`config.mk`:
```
export PLATFORM = sky130hd
export DESIGN_NAME = gate_direction_detector
export DESIGN_NICKNAME = d
export VERILOG_FILES = /design/src/rtl/gdd_pkg.sv /design/src/rtl/debounce_filter.sv /design/src/rtl/gate_direction_detector.sv
export SDC_FILE = /design/constraint.sdc
export NUM_CORES = 1
export LEC_CHECK = 0
export ABC_AREA = 0
export ABC_CLOCK_PERIOD_IN_PS = 2300
export BUFFER_PORTS_ARGS = -buffer_cell sky130_fd_sc_hd__clkbuf_2
export CORE_MARGIN = 10
export CORE_UTILIZATION = 23
export DETAILED_ROUTE_END_ITERATION = 12
export GPL_ROUTABILITY_DRIVEN = 1
export PLACE_DENSITY_LB_ADDON = 0.08
export SETUP_SLACK_MARGIN = 0.02
export SYNTH_ARGS = -nofsm -noshare
export SYNTH_HDL_FRONTEND = slang
export SYNTH_SLANG_ARGS = --single-unit
```
`constraint.sdc`:
```
create_clock -name clk -period 2.3 [get_ports clk]
set_clock_uncertainty 0.15 [all_clocks]
set_input_delay 0.69 -clock clk [delete_from_list [all_inputs] [get_ports clk]]
set_output_delay 0.69 -clock clk [all_outputs]
set_load 0.005 [all_outputs]
```
`src/rtl/gdd_pkg.sv`:
```
// Shared types and sensor-pattern constants for the gate direction detector.
// Patterns are written as {a, b}, where a is the outer beam and b the inner beam.
package gdd_pkg;

    typedef enum logic [2:0] {
        IDLE,
        E1,
        E2,
        E3,
        X1,
        X2,
        X3,
        RECOVER
    } state_t;

    localparam logic [1:0] PAT_NONE = 2'b00;
    localparam logic [1:0] PAT_A    = 2'b10;
    localparam logic [1:0] PAT_BOTH = 2'b11;
    localparam logic [1:0] PAT_B    = 2'b01;

endpackage

```
`src/rtl/debounce_filter.sv`:
```
// 1-bit stability filter: the output follows the input only after CYCLES
// consecutive samples that differ from the current output.
module debounce_filter #(
    parameter int unsigned CYCLES = 4
) (
    input  logic clk,
    input  logic reset,
    input  logic d_i,
    output logic q_o
);

    localparam int unsigned CW = (CYCLES > 1) ? $clog2(CYCLES) : 1;

    logic [CW-1:0] cnt_q;
    logic          q_q;

    always_ff @(posedge clk) begin
        if (reset) begin
            q_q   <= 1'b0;
            cnt_q <= '0;
        end else if (d_i == q_q) begin
            cnt_q <= '0;
        end else if (cnt_q == CW'(CYCLES - 1)) begin
            q_q   <= d_i;
            cnt_q <= '0;
        end else begin
            cnt_q <= cnt_q + 1'b1;
        end
    end

    assign q_o = q_q;

endmodule

```
`src/rtl/gate_direction_detector.sv`:
```
// Two-beam direction detector producing one inc/dec pulse per completed passage.
// Optional per-input debounce filtering is enabled by defining GDD_DEBOUNCE_EN.
module gate_direction_detector
    import gdd_pkg::*;
#(
    parameter int unsigned SYNC_STAGES     = 2,
    parameter int unsigned DEBOUNCE_CYCLES = 4
) (
    input  logic clk,
    input  logic reset,
    input  logic a,
    input  logic b,
    output logic inc,
    output logic dec,
    output logic err,
    output logic busy
);

    if (SYNC_STAGES < 2) begin : g_bad_sync
        $error("SYNC_STAGES must be at least 2");
    end
    if (DEBOUNCE_CYCLES < 1) begin : g_bad_deb
        $error("DEBOUNCE_CYCLES must be at least 1");
    end

    logic [SYNC_STAGES-1:0] a_sync_q;
    logic [SYNC_STAGES-1:0] b_sync_q;
    logic                   a_f;
    logic                   b_f;
    logic [1:0]             p;

    always_ff @(posedge clk) begin
        if (reset) begin
            a_sync_q <= '0;
            b_sync_q <= '0;
        end else begin
            a_sync_q <= {a_sync_q[SYNC_STAGES-2:0], a};
            b_sync_q <= {b_sync_q[SYNC_STAGES-2:0], b};
        end
    end

`ifdef GDD_DEBOUNCE_EN
    debounce_filter #(.CYCLES(DEBOUNCE_CYCLES)) u_deb_a (
        .clk   (clk),
        .reset (reset),
        .d_i   (a_sync_q[SYNC_STAGES-1]),
        .q_o   (a_f)
    );

    debounce_filter #(.CYCLES(DEBOUNCE_CYCLES)) u_deb_b (
        .clk   (clk),
        .reset (reset),
        .d_i   (b_sync_q[SYNC_STAGES-1]),
        .q_o   (b_f)
    );
`else
    assign a_f = a_sync_q[SYNC_STAGES-1];
    assign b_f = b_sync_q[SYNC_STAGES-1];
`endif

    assign p = {a_f, b_f};

    state_t state_q;
    logic   inc_q;
    logic   dec_q;
    logic   err_q;

    // Each state lists only its exits; its own expected pattern falls to the
    // empty default and holds the state.
    always_ff @(posedge clk) begin
        if (reset) begin
            state_q <= RECOVER;
            inc_q   <= 1'b0;
            dec_q   <= 1'b0;
            err_q   <= 1'b0;
        end else begin
            inc_q <= 1'b0;
            dec_q <= 1'b0;
            err_q <= 1'b0;
            case (state_q)
                IDLE: begin
                    case (p)
                        PAT_A:    state_q <= E1;
                        PAT_B:    state_q <= X1;
                        PAT_BOTH: begin state_q <= RECOVER; err_q <= 1'b1; end
                        default:  ;
                    endcase
                end
                E1: begin
                    case (p)
                        PAT_NONE: state_q <= IDLE;
                        PAT_BOTH: state_q <= E2;
                        PAT_B:    begin state_q <= RECOVER; err_q <= 1'b1; end
                        default:  ;
                    endcase
                end
                E2: begin
                    case (p)
                        PAT_A:    state_q <= E1;
                        PAT_B:    state_q <= E3;
                        PAT_NONE: begin state_q <= RECOVER; err_q <= 1'b1; end
                        default:  ;
                    endcase
                end
                E3: begin
                    case (p)
                        PAT_BOTH: state_q <= E2;
                        PAT_NONE: begin state_q <= IDLE; inc_q <= 1'b1; end
                        PAT_A:    begin state_q <= RECOVER; err_q <= 1'b1; end
                        default:  ;
                    endcase
                end
                X1: begin
                    case (p)
                        PAT_NONE: state_q <= IDLE;
                        PAT_BOTH: state_q <= X2;
                        PAT_A:    begin state_q <= RECOVER; err_q <= 1'b1; end
                        default:  ;
                    endcase
                end
                X2: begin
                    case (p)
                        PAT_B:    state_q <= X1;
                        PAT_A:    state_q <= X3;
                        PAT_NONE: begin state_q <= RECOVER; err_q <= 1'b1; end
                        default:  ;
                    endcase
                end
                X3: begin
                    case (p)
                        PAT_BOTH: state_q <= X2;
                        PAT_NONE: begin state_q <= IDLE; dec_q <= 1'b1; end
                        PAT_B:    begin state_q <= RECOVER; err_q <= 1'b1; end
                        default:  ;
                    endcase
                end
                RECOVER: begin
                    if (p == PAT_NONE) state_q <= IDLE;
                end
                default: state_q <= RECOVER;
            endcase
        end
    end

    assign inc  = inc_q;
    assign dec  = dec_q;
    assign err  = err_q;
    assign busy = (state_q != IDLE);

endmodule
```
=== After elaboration in Yosys (flattened, before gate mapping) ===
Cells that the tools add are included.

* Output and inout bits: 4
* Input port bits: 4
* Register bits: 10
* Logic and storage cells: 49

* Reductions and logical operators: 9
* Bitwise logic cells: 2
* Multiplexer cells: 14
* Eq/ne operators: 18

{| class="wikitable"
|+ Operators with widths
! operator !! count
|-
| 3-bit case mux with 3 select lines || 7
|-
| 3-bit case mux with 8 select lines || 1
|-
| 4-bit inequality test, second input constant || 5
|-
| 3-bit == test, second input constant || 4
|-
| 2-bit OR reduction || 5
|-
| 4-bit by 3-bit inequality test with 1-bit output, second input constant || 2
|-
| 8-bit AND reduction || 1
|-
| 3-bit by 2-bit == test with 1-bit output, second input constant || 2
|-
| 2-bit == test, second input constant || 2
|-
| 1-bit 2-to-1 mux || 4
|-
| 1-bit case mux with 4 select lines || 1
|-
| 3-bit by 1-bit == test with 1-bit output, second input constant || 1
|-
| 3-bit zero test || 1
|-
| 3-bit 2-to-1 mux || 1
|-
| 3-bit nonzero test || 1
|-
| 2-bit by 1-bit == test with 1-bit output, second input constant || 1
|-
| 2-bit zero test || 1
|-
| 2-bit inequality test, second input constant || 1
|-
| 1-bit NOT || 2
|}

=== Depth between registers and ports, before layout ===
* Depth after elaboration: 3
* Gate-level depth with buffers: 7
* Depth with buffers taken out: 7

=== Least setup slack after synthesis ===
Ideal clock, no wire load.

* Path kind: reg-to-reg
* From: register b_sync_q[1]
* To: register state_q[0]
* Setup time: 0.131 ns
* Arrival time: 1.636 ns
* Period minus slack after synthesis: 1.916 ns
* Required time: 2.019 ns
* Path buffers: 0
* Stages on the path, launching flop included: 8
* Path slack: 0.384 ns
* Path through: dfxtp_1 -> inv_1 -> ha_1 -> or3b_1 -> a211oi_2 -> o221ai_1 -> a21oi_1 -> mux2i_1

* Word-level cells in the longest chain between the ends: 3
* Elaborated cells between the ends (all ways): 20
* Those cells by class: 11 x eq/ne; 7 x mux; 2 x reduce/logical

{| class="wikitable"
|+ RTL lines
! item !! line !! source
|-
| from (decl) || gate_direction_detector.sv:27 || <nowiki>logic [SYNC_STAGES-1:0] b_sync_q;</nowiki>
|-
| from (signal assigned) || gate_direction_detector.sv:38 || <nowiki>b_sync_q <= {b_sync_q[SYNC_STAGES-2:0], b};</nowiki>
|-
| 2-bit by 1-bit == test with 1-bit output (tied with other cells) || - ||
|-
| 3-bit case mux with 3 select lines (tied with other cells) || gate_direction_detector.sv:130 || <nowiki>case (p)</nowiki>
|-
| 3-bit case mux with 8 select lines or 8-bit AND reduction (tied branches) || - ||
|-
| to (signal assigned) || gate_direction_detector.sv:83 || <nowiki>PAT_A: state_q <= E1;</nowiki>
|-
| to (signal assigned) || gate_direction_detector.sv:91 || <nowiki>PAT_NONE: state_q <= IDLE;</nowiki>
|-
| to (signal assigned) || gate_direction_detector.sv:99 || <nowiki>PAT_A: state_q <= E1;</nowiki>
|-
| to (decl) || gate_direction_detector.sv:63 || <nowiki>state_t state_q;</nowiki>
|}

Several ways; a longest one is shown, not always the timed one. The select of a mux whose other input is x is not followed.
A chain may end at the register's enable or synchronous reset.

=== Worst setup path after layout ===
* From: register state_q[2]
* To: output port busy

* Word-level cells in the longest chain between the ends: 1

{| class="wikitable"
|+ RTL lines
! item !! line !! source
|-
| from (signal assigned) || gate_direction_detector.sv:72 || <nowiki>state_q <= RECOVER;</nowiki>
|-
| from (signal assigned) || gate_direction_detector.sv:83 ||
|-
| from (signal assigned) || gate_direction_detector.sv:84 || <nowiki>PAT_B: state_q <= X1;</nowiki>
|-
| 3-bit nonzero test || gate_direction_detector.sv:148 || <nowiki>assign busy = (state_q != IDLE);</nowiki>
|-
| to (decl) || gate_direction_detector.sv:16 || <nowiki>output logic busy</nowiki>
|}

Every way passes these cells.

==> impl_results.md <==
* Min-Delay Path Class: register to register
* Clock share of power at 18.3%
* Total Wirelength at 1.70 mm
* Fmax at 0.472 GHz
* Initial Util at 24.1%
* Vias in the first global route at 642
* Tcrit/Tclk final at 92.2%
* Fillers at 350
* # Post-CTS Setup Buffers at 0
* Final Setup Violations at 0
* GRT Util Overall at 6.06%
* Crit. End Element: output port
* Dpl hpwl at 1.28 mm
* Worst setup path class: register to output port
* Final worst path period need at 2.12 ns
* Synth-to-layout area growth at 18.3%
* Remaining DRCs at 0
* Outcome: finished, final reports clean
* Layout net count at 111
* Root buffer cell: clkbuf_4
* Post-synth EDFFs at 0
* Cell variety after synth at 32
* DR WL/cell at 11.9 um
* Max cap viols at 0
* CTS tree: done
* N_diodes at 0
* Total CTS buffers at 3
* Register bit total from synthesis at 10
* Sw frac at 40.2%
* Initial DRC Count at 41
* Worst-path cell chain: buf_4 > nor3_2 > inv_1 > clkbuf_2
* CTS HTree Levels at 1
* Leak at 0.368 nW
* Worst-Skew Late Latency at 0.26 ns
* Pre-antenna DRT Iters at 4
* CTS Buffer Depth at 2
* Final WS setup at 0.179 ns
* Post-synth top flop: dfxtp_1
* Switching power total at 0.345 mW
* Warnings, synthesis at 0
* Worst-Margin Slew at 0.476 ns
* Vias at 644
* Buf+Inv Stages, Crit Path at 3
* FFs w/ async S/R, synth at 0%
* GPL Wtd Cong at 0.744
* Clock Pin Slew Worst Setup and Hold Paths at 0.07 ns
* Post-route cell area at 872 um^2
* Seq/Total Area, Yosys at 27.2%
* Crit-path max cell delay at 0.54 ns
* Commonest non-fill, non-tap cell in the layout: dfxtp_1
* Peak VDD IR at 414 uV
* Post-layout util at 28.6%
* I/O Buffers at 7
* Hold Violations, Final at 0
* Crit Path Max Fanout at 11
* Core Region at 3050 um^2
* Comb power frac at 46.6%
* Pre-CTS WS at 0.117 ns
* DP Area at 828 um^2
* Clock sink total at 10
* Max Slew Vio Count at 0
* Register area at 200 um^2
* Die W at 76.6 um
* Worst slew margin at 67.4%
* Syn Area/Cell at 8.28 um^2
* Slowest CP cell: dfxtp_1
* Initial antenna violation count at 0
* CP startpoint kind: register
* Top-level I/O count at 8
* Post-route ant nets at 0
* Cells after synthesis at 89
* RSZ-0062 raised after global routing: false
* First-pass GRT wire length at 2.95 mm
* Die Y at 76.6 um
* Final Power at 0.857 mW
* Most frequent cells in the layout: dfxtp_1, nor2_1, clkbuf_2, inv_1, ha_1
* Final setup TNS at 0 ns
* Largest net degree at the start of global routing at 16
* # rows at 20
* Syn nets at 100
* Multi-input combinational cell area at 493 um^2
* GRT Residual Overflow at 0
* Die area at 5870 um^2
* Pwr dens at 983 nW/um^2
* Seq pwr share at 35.1%
* Critical Path RT at 1.46 ns
* Layout cells sized above 1 at 21.2%
* Worst EP arrival at 1.28 ns
* Mapped cell area at 737 um^2
* Post-DR vias/cell at 4.50
* CP top delay family: flip-flops
* Cell internal pwr at 0.513 mW
[state kept, by name, indices dropped and copies added (netlist names)]
register  count
a_sync_q      2
b_sync_q      2
dec           1
err           1
inc           1
state_q       3
[cells in the mapped netlist (all sizes together) (4+ instances only)]
master / number / area [um^2]
inv: 6 / 22.5
nand2b: 4 / 25.0
a21oi: 5 / 25.0
nor3: 5 / 25.0
nand2: 5 / 18.8
ha: 7 / 87.6
nor2: 9 / 33.8
mux2i: 4 / 40.0
o21ai: 4 / 20.0
buf: 4 / 25.0
dfxtp: 10 / 200
nor2b: 5 / 31.3
[power groups by stage]
stage                     clock [mW]  combinational (mW)  sequential, mW
final                          0.157               0.399           0.301
after global routing           0.174               0.451           0.314
after CTS                      0.164               0.401           0.301
after detailed placement           0               0.400           0.305
after global placement             0               0.413           0.314
after floorplan                    0               0.351           0.248
[layer usage]
metal / vias up / GRT usage, % / routed length [um]
met4: 0 / 2.23 / 23
met2: 15 / 9.44 / 749
met5: - / 0 / 0
li1: 335 / - / -
met1: 290 / 7.07 / 828
met3: 4 / 2.83 / 99
[timing repair]
| item | CTS | global route |
|---|---|---|
| hold buffers | 0 | 0 |
| resized for setup | 0 | 2 |
| setup endpoints to repair | 0 | 4 |
[worst register-to-register path, stage by stage (launching register included)]
cell and delay (ns):
dfxtp_1 0.39, inv_1 0.11, ha_2 0.24, or3b_1 0.40
a211oi_2 0.26, o221ai_1 0.17, a21oi_1 0.18, mux2i_1 0.09
[final cells by class]
cell class,count,area share [%]
Clock buffer,4,4.16
Sequential cell,10,23.0
Multi-Input combinational cell,68,56.5
Timing Repair Buffer,11,7.46
Tap cell,44,6.31
Inverter,6,2.58
[per-stage QoR]
stage | std cells | hold WS [ns]
after CTS | 143 | 0.296
after detailed placement | 139 | 0.279
after global routing | 143 | 0.317
after global placement | 139 | 0.294
after floorplan | 89 | 0.264
final | 143 | 0.288
[cell families after synthesis]
logic type	count (synthesis)	share of synthesized area, %
muxes	6	8.49
buffers and inverters	11	6.96
AOI/OAI and AO/OA	19	18.5
DFF	10	27.2
and+or+nand+nor	36	27.0
adders and majority gates	7	11.9
[worst paths after layout]
check | start | end | slack (ns) | cells after the start
worst max-delay path | state_q[2] | busy | 0.18 | 4
worst min-delay path | b_sync_q[0] | b_sync_q[1] | 0.29 | 1
worst max register to register | b_sync_q[1] | state_q[0] | 0.19 | 7
worst min register to register | b_sync_q[0] | b_sync_q[1] | 0.29 | 1
Power figures use the tool's default switching activity.
